--- config.mk ---
export PLATFORM = sky130hd
export DESIGN_NAME = seven_seg_display_n
export DESIGN_NICKNAME = d
export VERILOG_FILES = /design/src/rtl/seven_seg_display_n.sv
export SDC_FILE = /design/constraint.sdc
export NUM_CORES = 1
export LEC_CHECK = 0
export ABC_AREA = 1
export CAP_MARGIN = 20
export CORE_ASPECT_RATIO = 0.5
export CORE_MARGIN = 2
export CORE_UTILIZATION = 35
export DETAILED_ROUTE_END_ITERATION = 10
export DONT_BUFFER_PORTS = 1
export HOLD_SLACK_MARGIN = 0.15
export PLACE_DENSITY = 0.55
export REMOVE_ABC_BUFFERS = 1
export SYNTH_ARGS = -nofsm -noshare
export SYNTH_HDL_FRONTEND = slang
export SYNTH_SLANG_ARGS = --single-unit
--- constraint.sdc ---
create_clock -name clk -period 2.87 [get_ports clk]
set_input_delay 0.1435 -clock clk [delete_from_list [all_inputs] [get_ports clk]]
set_output_delay 0.1435 -clock clk [all_outputs]
set_load 0.01 [all_outputs]
--- src/rtl/seven_seg_display_n.sv ---
// N-digit multiplexed common-anode seven-segment driver. Binary input is converted
// to BCD one bit per clock (double dabble), or shown as raw hex nibbles.
module seven_seg_display_n #(
    parameter int NUM_DIGITS  = 4,
    parameter int DATA_WIDTH  = 16,
    parameter int REFRESH_DIV = 100000
) (
    input  logic                  clk,
    input  logic                  reset,
    input  logic [DATA_WIDTH-1:0] data_in,
    input  logic                  mode_hex,
    input  logic                  blank_lz,
    input  logic [NUM_DIGITS-1:0] dp_in,
    output logic [6:0]            segs,
    output logic                  dp,
    output logic [NUM_DIGITS-1:0] an,
    output logic                  busy,
    output logic                  overflow
);

    localparam int BCD_DIGITS  = (DATA_WIDTH * 302 + 999) / 1000 + 1;
    localparam int BCD_W       = 4 * BCD_DIGITS;
    localparam int HEX_DIGITS  = (DATA_WIDTH + 3) / 4;
    localparam int MAX_SRC     = (BCD_DIGITS > HEX_DIGITS) ? BCD_DIGITS : HEX_DIGITS;
    localparam int WIDE_DIGITS = (MAX_SRC > NUM_DIGITS) ? MAX_SRC : NUM_DIGITS;
    localparam int DISP_W      = 4 * NUM_DIGITS;
    localparam int CNT_W       = $clog2(DATA_WIDTH);
    localparam int IDX_W       = (NUM_DIGITS > 1) ? $clog2(NUM_DIGITS) : 1;
    localparam int REF_W       = (REFRESH_DIV > 1) ? $clog2(REFRESH_DIV) : 1;

    typedef enum logic {
        S_IDLE,
        S_CONV
    } state_e;

    state_e                  state_q, state_d;
    logic [DATA_WIDTH-1:0]   bin_q, bin_d;
    logic [BCD_W-1:0]        bcd_q, bcd_d;
    logic                    hex_q, hex_d;
    logic [CNT_W-1:0]        cnt_q, cnt_d;
    logic [DISP_W-1:0]       disp_q, disp_d;
    logic                    ovf_q, ovf_d;
    logic [REF_W-1:0]        rcnt_q, rcnt_d;
    logic [IDX_W-1:0]        idx_q, idx_d;
    logic [6:0]              segs_q, segs_d;
    logic                    dp_q, dp_d;
    logic [NUM_DIGITS-1:0]   an_q, an_d;

    logic [BCD_W+DATA_WIDTH-1:0] shiftVec;
    logic [BCD_W-1:0]            bcdStep;
    logic [DATA_WIDTH-1:0]       binStep;
    logic [4*WIDE_DIGITS-1:0]    wideVal;
    logic                        ovfCalc;
    logic [NUM_DIGITS-1:0]       zeroFrom;
    logic                        allZero;
    logic [3:0]                  curNib;

    function automatic logic [BCD_W-1:0] add3(input logic [BCD_W-1:0] v);
        logic [BCD_W-1:0] r;
        r = v;
        for (int i = 0; i < BCD_DIGITS; i++) begin
            if (v[4*i +: 4] >= 4'd5) r[4*i +: 4] = v[4*i +: 4] + 4'd3;
        end
        return r;
    endfunction

    function automatic logic [6:0] seg7(input logic [3:0] n);
        logic [6:0] s;
        case (n)
            4'h0:    s = 7'b1000000;
            4'h1:    s = 7'b1111001;
            4'h2:    s = 7'b0100100;
            4'h3:    s = 7'b0110000;
            4'h4:    s = 7'b0011001;
            4'h5:    s = 7'b0010010;
            4'h6:    s = 7'b0000010;
            4'h7:    s = 7'b1111000;
            4'h8:    s = 7'b0000000;
            4'h9:    s = 7'b0010000;
            4'hA:    s = 7'b0001000;
            4'hB:    s = 7'b0000011;
            4'hC:    s = 7'b1000110;
            4'hD:    s = 7'b0100001;
            4'hE:    s = 7'b0000110;
            default: s = 7'b0001110;
        endcase
        return s;
    endfunction

    assign shiftVec = {add3(bcd_q), bin_q} << 1;
    assign bcdStep  = shiftVec[BCD_W+DATA_WIDTH-1:DATA_WIDTH];
    assign binStep  = shiftVec[DATA_WIDTH-1:0];

    // Candidate display value: finished BCD while converting, raw binary otherwise.
    always_comb begin
        wideVal = '0;
        if (state_q == S_CONV) wideVal[BCD_W-1:0] = bcdStep;
        else                   wideVal[DATA_WIDTH-1:0] = bin_q;
        ovfCalc = 1'b0;
        for (int i = NUM_DIGITS; i < WIDE_DIGITS; i++) begin
            ovfCalc = ovfCalc | (wideVal[4*i +: 4] != 4'd0);
        end
    end

    always_comb begin
        state_d = state_q;
        bin_d   = bin_q;
        bcd_d   = bcd_q;
        hex_d   = hex_q;
        cnt_d   = cnt_q;
        disp_d  = disp_q;
        ovf_d   = ovf_q;
        case (state_q)
            S_IDLE: begin
                if (hex_q) begin
                    disp_d = wideVal[DISP_W-1:0];
                    ovf_d  = ovfCalc;
                end
                bin_d = data_in;
                hex_d = mode_hex;
                bcd_d = '0;
                cnt_d = '0;
                if (!mode_hex) state_d = S_CONV;
            end
            default: begin
                bin_d = binStep;
                bcd_d = bcdStep;
                cnt_d = cnt_q + 1'b1;
                if (cnt_q == CNT_W'(DATA_WIDTH - 1)) begin
                    state_d = S_IDLE;
                    disp_d  = wideVal[DISP_W-1:0];
                    ovf_d   = ovfCalc;
                end
            end
        endcase
    end

    always_comb begin
        rcnt_d = rcnt_q + 1'b1;
        idx_d  = idx_q;
        if (rcnt_q == REF_W'(REFRESH_DIV - 1)) begin
            rcnt_d = '0;
            idx_d  = (idx_q == IDX_W'(NUM_DIGITS - 1)) ? '0 : idx_q + 1'b1;
        end
    end

    // zeroFrom[k] is set when digit k and everything to its left are zero.
    always_comb begin
        allZero = 1'b1;
        for (int k = NUM_DIGITS - 1; k >= 0; k--) begin
            allZero     = allZero & (disp_q[4*k +: 4] == 4'd0);
            zeroFrom[k] = allZero;
        end
        curNib = disp_q[4*idx_q +: 4];
        an_d   = ~(NUM_DIGITS'(1) << idx_q);
        dp_d   = ~dp_in[idx_q];
        if (ovf_q)                                             segs_d = 7'b0111111;
        else if (blank_lz && (idx_q != '0) && zeroFrom[idx_q]) segs_d = 7'h7F;
        else                                                   segs_d = seg7(curNib);
    end

    always_ff @(posedge clk or negedge reset) begin
        if (!reset) begin
            state_q <= S_IDLE;
            bin_q   <= '0;
            bcd_q   <= '0;
            hex_q   <= 1'b0;
            cnt_q   <= '0;
            disp_q  <= '0;
            ovf_q   <= 1'b0;
            rcnt_q  <= '0;
            idx_q   <= '0;
            segs_q  <= 7'h7F;
            dp_q    <= 1'b1;
            an_q    <= '1;
        end else begin
            state_q <= state_d;
            bin_q   <= bin_d;
            bcd_q   <= bcd_d;
            hex_q   <= hex_d;
            cnt_q   <= cnt_d;
            disp_q  <= disp_d;
            ovf_q   <= ovf_d;
            rcnt_q  <= rcnt_d;
            idx_q   <= idx_d;
            segs_q  <= segs_d;
            dp_q    <= dp_d;
            an_q    <= an_d;
        end
    end

    assign segs     = segs_q;
    assign dp       = dp_q;
    assign an       = an_q;
    assign busy     = (state_q == S_CONV);
    assign overflow = ovf_q;

endmodule

==> results of run 1 <==
==> tightest hold or removal path: cells and delay by family <==
kind	cells	cell delay, ns
AO/OA/AOI/OAI	2	0.29
AND/OR/NAND/NOR	2	0.15
==> area by class of cell <==
cell class	count	share of cell area [%]
repair buffers	23	4.34
well taps	192	4.30
clock inverters	6	1.23
flip-flops and latches	94	42.4
clock buffers	10	4.28
inverters	97	6.61
multi-input cells	386	36.9
==> final timing paths <==
| check | from | end | slack, ns | cells after the start |
|---|---|---|---|---|
| worst max-delay path | busy | disp_q[2] | 0.87 | 7 |
| worst min-delay path | blank_lz | segs[5] | 0.28 | 4 |
| worst max register to register | busy | disp_q[2] | 0.87 | 7 |
| worst min register to register | rcnt_q[0] | rcnt_q[0] | 0.46 | 1 |
| max in group asynchronous | reset | an[3] | 2.08 | 2 |
| min in group asynchronous | reset | bcd_q[17] | 0.35 | 2 |
==> timing repair <==
action	in CTS	in global routing
endpoints found under the setup margin	0	0
hold endpoints to repair	113	0
resized for setup	0	0
hold buffers	21	0
==> metrics by stage <==
stage | std cells | hold WS, ns | power, uW | setup slack, ns | area, um2
after CTS | 808 | 0.289 | 5620 | 0.854 | 5590
after global placement | 771 | -0.150 | 4270 | 0.937 | 5050
after detailed placement | 771 | -0.151 | 4310 | 0.883 | 5050
final | 808 | 0.285 | 5550 | 0.867 | 5590
after floorplan | 577 | -0.152 | 3730 | 0.827 | 4800
after global routing | 808 | 0.357 | 6080 | 0.675 | 5590
==> layout by cell type, fill, tap and decap left out, drive strengths merged <==
cell and n:
a21oi 36, a22oi 5, a31oi 1, a32o 1, buf 3, bufinv 1, clkbuf 10, clkinv 3
dfrtp 82, dfstp 12, dlygate4sd3 20, ha 24, inv 99, nand2 158, nand3 41, nand4 8
nor2 56, nor3 2, nor4 3, o211ai 3, o21a 1, o21ai 31, xnor2 1, xor2 15
==> routing by layer <==
layer | share of wire, % | up-vias | wire [um]
met3 | 2.8 | 11 | 278
met5 | 0 | - | 0
met2 | 43 | 54 | 4270
met1 | 53 | 1682 | 5290
met4 | 0.91 | 0 | 90
li1 | - | 1894 | -
==> kinds of logic (layout without fill, tap and decap cells) <==
kind of cell / count (synthesis) / count (layout) / share of synthesized area (%)
adder cells (fa/ha/maj): 24 / 24 / 6.17
AND/OR/NAND/NOR: 268 / 268 / 24.3
AO/OA/AOI/OAI: 78 / 78 / 8.92
XOR/XNOR: 16 / 16 / 2.88
buffers and inverters: 109 / 136 / 9.07
flip-flops: 94 / 94 / 48.6
==> power by group <==
group          internal, uW  switching [uW]
Combinational           751            1420
Clock                   707             518
Sequential             1820             337
Total                  3280            2270
==> flip-flops by register name, summed over array words and instances, names as in the netlist, 2 cells and up <==
| signal | flops |
|---|---|
| segs | 7 |
| an | 4 |
| cnt_q | 4 |
| idx_q | 2 |
| disp_q | 16 |
| bcd_q | 24 |
| bin_q | 16 |
| rcnt_q | 17 |
==> results.cfg, run 1 <==
[synth]
ys_top_cells_by_area = dfrtp_1 42%, nand2_1 12%, inv_1 6.9%
synthTopCellsByCount = 150 x nand2_1, 90 x inv_1, 82 x dfrtp_1
synth_cells = 589
synth-main-ff-cell = dfrtp_1
ys_ff_latch = 94
ys_warn_count = 0
synth_area_leader_cell = dfrtp_1
synth_edf_count = 0
yosys.cell_types.count = 35
synthArstFlopShare_pct = 100
synth_top_area_share_pct = 42.1
yosysMostFrequentCell = nand2_1
syn_area_um2 = 4870
syn-mean-instance-area_um2 = 8.27
ys_seq_area_share_pct = 48.6

[global_routing]
use_met3_pct = 3.32
antenna_found_initial = 0
globalRouteMet2Util_pct = 22.0
grt_max_degree = 95
grt_util_met1_pct = 20.7
grt_first_pass_wirelength_um = 17000
grt_pass1_vias = 3421
top_usage_layer = met2
gr-total-overflow = 0
grt.total_usage_pct = 14.4

[critical_path]
critPathKind = register to register
crit_arrival_ns = 2.22
cpMostUsedCell = nor2_1
worst_setup_path_start_kind = register
crit_chain = buf_4 > nand3_1 > nor2_1 > nor2_4 > inv_1 > nor2_1 > a21oi_1
cp.required_ns = 3.09
endpoint_kind = register
critPathMaxStageDelay_ns = 0.48
slowest_stage = nor2_4
worst-path-max-fanout = 28
cp_top_family = simple AND/OR/NAND/NOR gates
worst-path-buf-inv = 2

[sta]
fin_crit_sh_pct = 69.8
slew_viol_final = 0
finalHoldViolations = 0
fin_tns_setup_ns = 0
fin_crit_ns = 2.00
rsz0062_at_grt = no
worstMarginPinSlew_ns = 0.667
setup_viol = 0
slew_headroom_pct = 55.4
skew_ns = 0.00755
max_clock_freq_mhz = 499

[clock_tree]
cts_sinks = 94
clkLatencyLatePin_ns = 0.34
ctsRootBufferMaster = clkbuf_16
htree_levels = 3
cts.reportedPaths.clkPinSlew_ns = 0.07
cts_setup_buffers = 0
cts_buffer_depth = 2
cts_tree = done
cts_buffers = 9

[layout]
syn_to_final_growth_pct = 14.8
diodes = 0
filler_cell_count = 1379
post-route-util_pct = 41.2
regArea_um2 = 2370
multi_input_area_um2 = 2060
nNetsFinal = 659
post_route_cells_drive_above_1_share_pct = 10.1

[power]
power_density_nw_per_um2 = 994
ir_drop_v = 0.000344
power_leakage_uw = 0.00288

[die]
coreArea_um2 = 13600
die_area_um2 = 14900
rows = 30
die_w_um = 171
pin_count = 38
initial_core_util_pct = 35.9
die_h_um = 87.4

[route]
drt_iter0_drc = 211
wl_per_cell_um = 12.3
ant_nets = 0
dr_total_vias = 3641
drc = 0
routed_wl_um = 9930
first_pass_iters = 4
vias_per_cell = 4.51

[outcome]
outcome = complete, no violations

[placed_design]
place_hpwl_um = 7090
placement.io_buffers = 0
gp_congestion = 0.817

[worst_hold_path]
min_path_type = input port to register

[job]
maxCapViolCount = 0
No activity file was read; power rests on OpenSTA's default activity.
==> run 2: changes to the inputs <==
--- a/config.mk
+++ b/config.mk
@@ -5,7 +5,7 @@
 export SDC_FILE = /design/constraint.sdc
 export NUM_CORES = 1
 export LEC_CHECK = 0
-export ABC_AREA = 1
+export ABC_AREA = 0
 export CAP_MARGIN = 20
 export CORE_ASPECT_RATIO = 0.5
 export CORE_MARGIN = 2
@@ -13,7 +13,7 @@
 export DETAILED_ROUTE_END_ITERATION = 10
 export DONT_BUFFER_PORTS = 1
 export HOLD_SLACK_MARGIN = 0.15
-export PLACE_DENSITY = 0.55
+export PLACE_DENSITY = 0.57
 export REMOVE_ABC_BUFFERS = 1
 export SYNTH_ARGS = -nofsm -noshare
 export SYNTH_HDL_FRONTEND = slang
==> constraint.sdc (replaced) <==
create_clock -name clk -period 1.8 [get_ports clk]
set_input_delay 0.09 -clock clk [delete_from_list [all_inputs] [get_ports clk]]
set_output_delay 0.09 -clock clk [all_outputs]
set_load 0.01 [all_outputs]
==> run 2 against run 1 <==
Net effect: the flow now finishes with violations (hold timing); sequential share of layout area increased by 1.5 points; clock skew is 0.0019 ns higher; combinational power rose by 43%; critical endpoint is now dp.
==> results.cfg, run 2 <==
[layout]
top_regs = bcd_q: 24 flops, rcnt_q: 17 flops
top_register = bcd_q
final_common_cell = dfrtp_1
syn_to_final_growth_pct = 18.6
nNetsFinal = 504
post_route_cells_drive_above_1_share_pct = 18.9
diodes = 0
largest_reg_flops = 24
design_area_um2 = 5410
post-route-util_pct = 42.6
layout_common_cells = 79 x dfrtp_1, 32 x nand2_1, 31 x nor2_1

[synth]
ys_warn_count = 0
synth_cells = 417
synthTopCellsByCount = 82 x dfrtp_1, 32 x nand2_1, 32 x nor2_1
synth_top_area_share_pct = 45.0
yosys.cell_types.count = 45
syn_area_um2 = 4560
syn-mean-instance-area_um2 = 10.9
ys_ff_latch = 94
yosysMostFrequentCell = dfrtp_1
synthArstFlopShare_pct = 100
ys_top_cells_by_area = dfrtp_1 45%, dfstp_2 6.9%, ha_1 6.6%
synth_area_leader_cell = dfrtp_1
synth_edf_count = 0
synth-main-ff-cell = dfrtp_1
ys_seq_area_share_pct = 51.9

[die]
pin_count = 38
rows = 29
die_w_um = 165
die_h_um = 84.7
die_area_um2 = 14000
initial_core_util_pct = 35.9
coreArea_um2 = 12700

[route]
wl_met2_um = 4200
routed-wl-met3_um = 350
wl_met1_um = 4440
drt_iter0_drc = 177
wl_per_cell_um = 14.4
top_layer = met4
first_pass_iters = 6
vias_per_cell = 4.93
dr_total_vias = 3108
routed_wl_um = 9090
drc = 0
ant_nets = 0

[critical_path]
crit_chain = buf_6 > mux4_2 > dlygate4sd3_1 > inv_1
slowest_stage = dlygate4sd3_1
endpoint_kind = register
critPathKind = register to register
crit_arrival_ns = 2.01
r2r_slack_ns = 0.07
cp.required_ns = 2.08
r2r-start = idx_q[0]
r2r_end = dp
critPathMaxStageDelay_ns = 0.57
worst_setup_path_start_kind = register
rr_worst_depth = 4
worst-path-max-fanout = 10

[sta]
max_clock_freq_mhz = 579
skew_ns = 0.00943
hold_ws_ns = -0.557
slew_headroom_pct = 74.3
fin_tns_setup_ns = 0
layout_setup_ws_ns = 0.0724
rsz0062_at_grt = yes
worstMarginPinSlew_ns = 0.378
fin_crit_sh_pct = 96.0
setup_viol = 0
finalHoldViolations = 94
slew_viol_final = 0
fin_crit_ns = 1.73

[global_routing]
antenna_found_initial = 0
grt_max_degree = 95
grt_pass1_vias = 3078
gr-total-overflow = 0
grt_first_pass_wirelength_um = 15100
grt.total_usage_pct = 13.8

[power]
power.share.clock_pct = 21.2
switching_share_pct = 35.9
internal_power_uw = 5250
power_density_nw_per_um2 = 1510
power_leakage_uw = 0.00241
p_switching_uw = 2940
p_seq_share_pct = 40.8
ir_drop_v = 0.000566
p_comb_share_pct = 38.0

[outcome]
violations = hold timing
outcome = complete, but fails checks

[placed_design]
placement.io_buffers = 0
place_hpwl_um = 6010
gp_congestion = 0.830
pre_cts_ws_ns = 0.0224
place_area_um2 = 4870

[clock_tree]
clkLatencyLatePin_ns = 0.34
cts.reportedPaths.clkPinSlew_ns = 0.07
cts_sinks = 94
ctsRootBufferMaster = clkbuf_16
cts_buffer_depth = 2
cts_hold_buf = 20
cts_tree = done
htree_levels = 3
cts_buffers = 9

[worst_hold_path]
min_path_type = input port to async pin

[job]
maxCapViolCount = 0
-- run 2: stage by stage --
| stage | cells | total power [uW] |
|---|---|---|
| final | 631 | 8190 |
| after global routing | 631 | 8870 |
| after CTS | 629 | 8120 |
| after detailed placement | 593 | 6310 |
| after global placement | 593 | 6270 |
| after floorplan | 406 | 5510 |
-- run 2: layer usage --
metal	vias to the layer above	global-route usage [%]
li1	1533	-
met1	1521	19.2
met2	46	21.0
met3	8	4.15
met4	0	3.76
met5	-	0
-- run 2: timing repair --
action	CTS	global route
buffers inserted	0	1
endpoints found under the setup margin	0	11
endpoints found under the hold margin	114	94
resized for setup	0	15
-- run 2: power by group through the flow --
stage	sequential, uW	combinational, uW	clock [uW]
4_1_cts	3310	3030	1780
3_5_place_dp	3340	2970	0
3_3_place_gp	3340	2920	0
5_1_grt	3440	3550	1880
6_report	3340	3110	1740
2_1_floorplan	3210	2300	0
-- run 2: cells by family after synthesis --
kind of cell    share of synthesized area (%)
compound gates                           11.3
xor+xnor                                 5.76
fa+ha+maj                                6.58
buf+inv                                  3.57
flops                                    51.9
mux                                      7.76
simple gates                             13.1
-- run 2: final cells by class --
class / count / area [um2]
inverter: 29 / 109
tap: 170 / 213
sequential: 94 / 2370
clock inverter: 2 / 10.0
timing repair buffer: 38 / 364
clock buffer: 14 / 254
fill: 1207 / 7290
multi-input combinational: 284 / 2090
-- run 2: worst max-delay path by stage --
stage	startpoint	end	slack, ns
global route	idx_q[0]	dp	-0.02
floorplan	busy	overflow	-0.56
detailed placement	idx_q[0]	segs[4]	0.02
finish	idx_q[0]	dp	0.07
CTS	idx_q[0]	segs[4]	0.01
global placement	idx_q[0]	segs[4]	0.06
-- run 2: critical path, delay by kind of cell (launching register included) --
kind,cells,cell delay [ns]
buffers and inverters,3,0.80
multiplexers,1,0.49
flip-flops,1,0.40
==> run 3: changes to the inputs <==
--- a/config.mk
+++ b/config.mk
@@ -7,13 +7,15 @@
 export LEC_CHECK = 0
 export ABC_AREA = 0
 export CAP_MARGIN = 20
+export CELL_PAD_IN_SITES_DETAIL_PLACEMENT = 1
+export CELL_PAD_IN_SITES_GLOBAL_PLACEMENT = 1
 export CORE_ASPECT_RATIO = 0.5
 export CORE_MARGIN = 2
-export CORE_UTILIZATION = 35
+export CORE_UTILIZATION = 46
 export DETAILED_ROUTE_END_ITERATION = 10
 export DONT_BUFFER_PORTS = 1
 export HOLD_SLACK_MARGIN = 0.15
-export PLACE_DENSITY = 0.57
+export PLACE_DENSITY = 0.82
 export REMOVE_ABC_BUFFERS = 1
 export SYNTH_ARGS = -nofsm -noshare
 export SYNTH_HDL_FRONTEND = slang
==> run 3 against run 2 <==
Net effect: first-iteration DRC count grew 36%; hold slack lost 0.011 ns; critical endpoint is now disp_q[10]; the run ends with hold timing, setup timing left; register-to-register slack lost 0.16 ns.
==> results.cfg, run 3 (same netlist as run 2, synthesis figures left out) <==
[outcome]
outcome = complete, but fails checks
violations = hold timing, setup timing

[sta]
slew_headroom_pct = 68.5
rsz0062_at_grt = yes
fin_crit_ns = 1.89
hold_ws_ns = -0.568
fin_crit_sh_pct = 105
max_clock_freq_mhz = 529
setup_viol = 7
finalHoldViolations = 94
fin_tns_setup_ns = -0.181
skew_ns = 0.0112
worstMarginPinSlew_ns = 0.468
layout_setup_ws_ns = -0.0894
slew_viol_final = 0

[global_routing]
top_usage_layer = met2
globalRouteMet2Util_pct = 39.8
grt_pass1_vias = 3603
grt.total_usage_pct = 22.9
use_met3_pct = 4.89
grt_max_degree = 95
grt_util_met1_pct = 28.8
gr-total-overflow = 0
grt_first_pass_wirelength_um = 18700
antenna_found_initial = 0

[critical_path]
worst-path-max-fanout = 4
crit_chain = inv_1 > ha_1 > nand2b_1 > a21o_1 > a211oi_1 > o22a_1
endpoint_kind = register
critPathKind = register to register
slowest_stage = a211oi_1
critPathMaxStageDelay_ns = 0.48
crit_arrival_ns = 2.18
r2r-start = bcd_q[8]
cp-startpoint = bcd_q[8]
worst_setup_path_start_kind = register
cp.required_ns = 2.09

[route]
drc = 0
ant_nets = 0
dr_total_vias = 3534
wl_per_cell_um = 22.3
drt_iter0_drc = 240
routed_wl_um = 13700
first_pass_iters = 4
vias_per_cell = 5.77

[layout]
top_register = bcd_q
post_route_cells_drive_above_1_share_pct = 24.5
filler_cell_count = 985
final_common_cell = dfrtp_1
nNetsFinal = 520
post-route-util_pct = 58.8
top_regs = bcd_q: 24 flops, rcnt_q: 17 flops
diodes = 0
largest_reg_flops = 24
regArea_um2 = 2370
syn_to_final_growth_pct = 23.0
layout_common_cells = 79 x dfrtp_1, 31 x nand2_1, 30 x nor2_1
multi_input_area_um2 = 2160

[die]
die_w_um = 145
coreArea_um2 = 9540
rows = 25
die_h_um = 74.4
die_area_um2 = 10800
pin_count = 38
initial_core_util_pct = 47.8

[clock_tree]
clkLatencyLatePin_ns = 0.35
htree_levels = 3
ctsRootBufferMaster = clkbuf_16
cts.reportedPaths.clkPinSlew_ns = 0.07
cts_buffers = 9
cts_tree = done
cts_sinks = 94
cts_buffer_depth = 2

[placed_design]
pre_cts_ws_ns = -0.0364
placement.io_buffers = 0
place_hpwl_um = 7180
gp_congestion = 0.900

[worst_hold_path]
min_path_type = input port to async pin

[job]
maxCapViolCount = 0

[power]
ir_drop_v = 0.000644
finalPower_uw = 9400
power_leakage_uw = 0.00252
power_density_nw_per_um2 = 1680
[run 3: cell types whose count changed in the layout (fill, tap and decap cells not counted), moves of 4 or more]
cell	previous run	this run
ha_1	23	18
a21oi_2	3	7
buf_4	15	28
a21oi_1	27	23
ha_2	0	4
[run 3: critical path: cells and delay by family, from the launching register on]
family | cells | cell delay (ns)
adders and majority gates | 1 | 0.26
AOI/OAI and AO/OA | 3 | 0.94
DFF | 1 | 0.41
and+or+nand+nor | 1 | 0.09
buffers and inverters | 1 | 0.14
[run 3: area by class of cell]
cell class	count	area share, %
Clock inverter	2	0.691
Tap cell	135	3.01
Clock buffer	14	4.88
Multi-Input combinational cell	284	38.5
Inverter	29	2.03
Sequential cell	94	42.3
Timing Repair Buffer	54	8.63
[run 3: metrics by stage]
stage	std cells	cell area, um2
detailed placement	560	4830
CTS	595	5340
floorplan	406	4510
global route	612	5610
finish	612	5610
global placement	560	4830
[run 3: worst paths after layout]
| kind | cells past startpoint | slack [ns] | to |
|---|---|---|---|
| setup / recovery | 6 | -0.09 | disp_q[10] |
| hold / removal | 0 | -0.57 | bcd_q[9] |
| setup reg to reg | 6 | -0.09 | disp_q[10] |
| hold reg to reg | 1 | 0.48 | cnt_q[0] |
| max in group asynchronous | 0 | 2.15 | segs[6] |
| min in group clk | 2 | 0.41 | busy |
[run 3: timing repair]
| action | 4_1_cts | 5_1_grt |
|---|---|---|
| buffers inserted | 0 | 13 |
| hold endpoints to repair | 113 | 96 |
| pin swaps | 0 | 8 |
| setup endpoints to repair | 6 | 17 |
| gates resized for setup | 3 | 32 |
| hold buffers | 19 | 4 |
| gates cloned | 0 | 1 |
[run 3: per-layer routing]
layer / share of wire (%) / vias up
li1: - / 1561
met1: 42 / 1838
met2: 51 / 110
met3: 5.3 / 25
met4: 1.7 / 0
met5: 0 / -
[run 3: power breakdown]
group	internal (uW)	switching (uW)	total (uW)
logic	1710	2230	3940
clock network	1200	832	2030
registers	2770	666	3440
total	5670	3730	9400
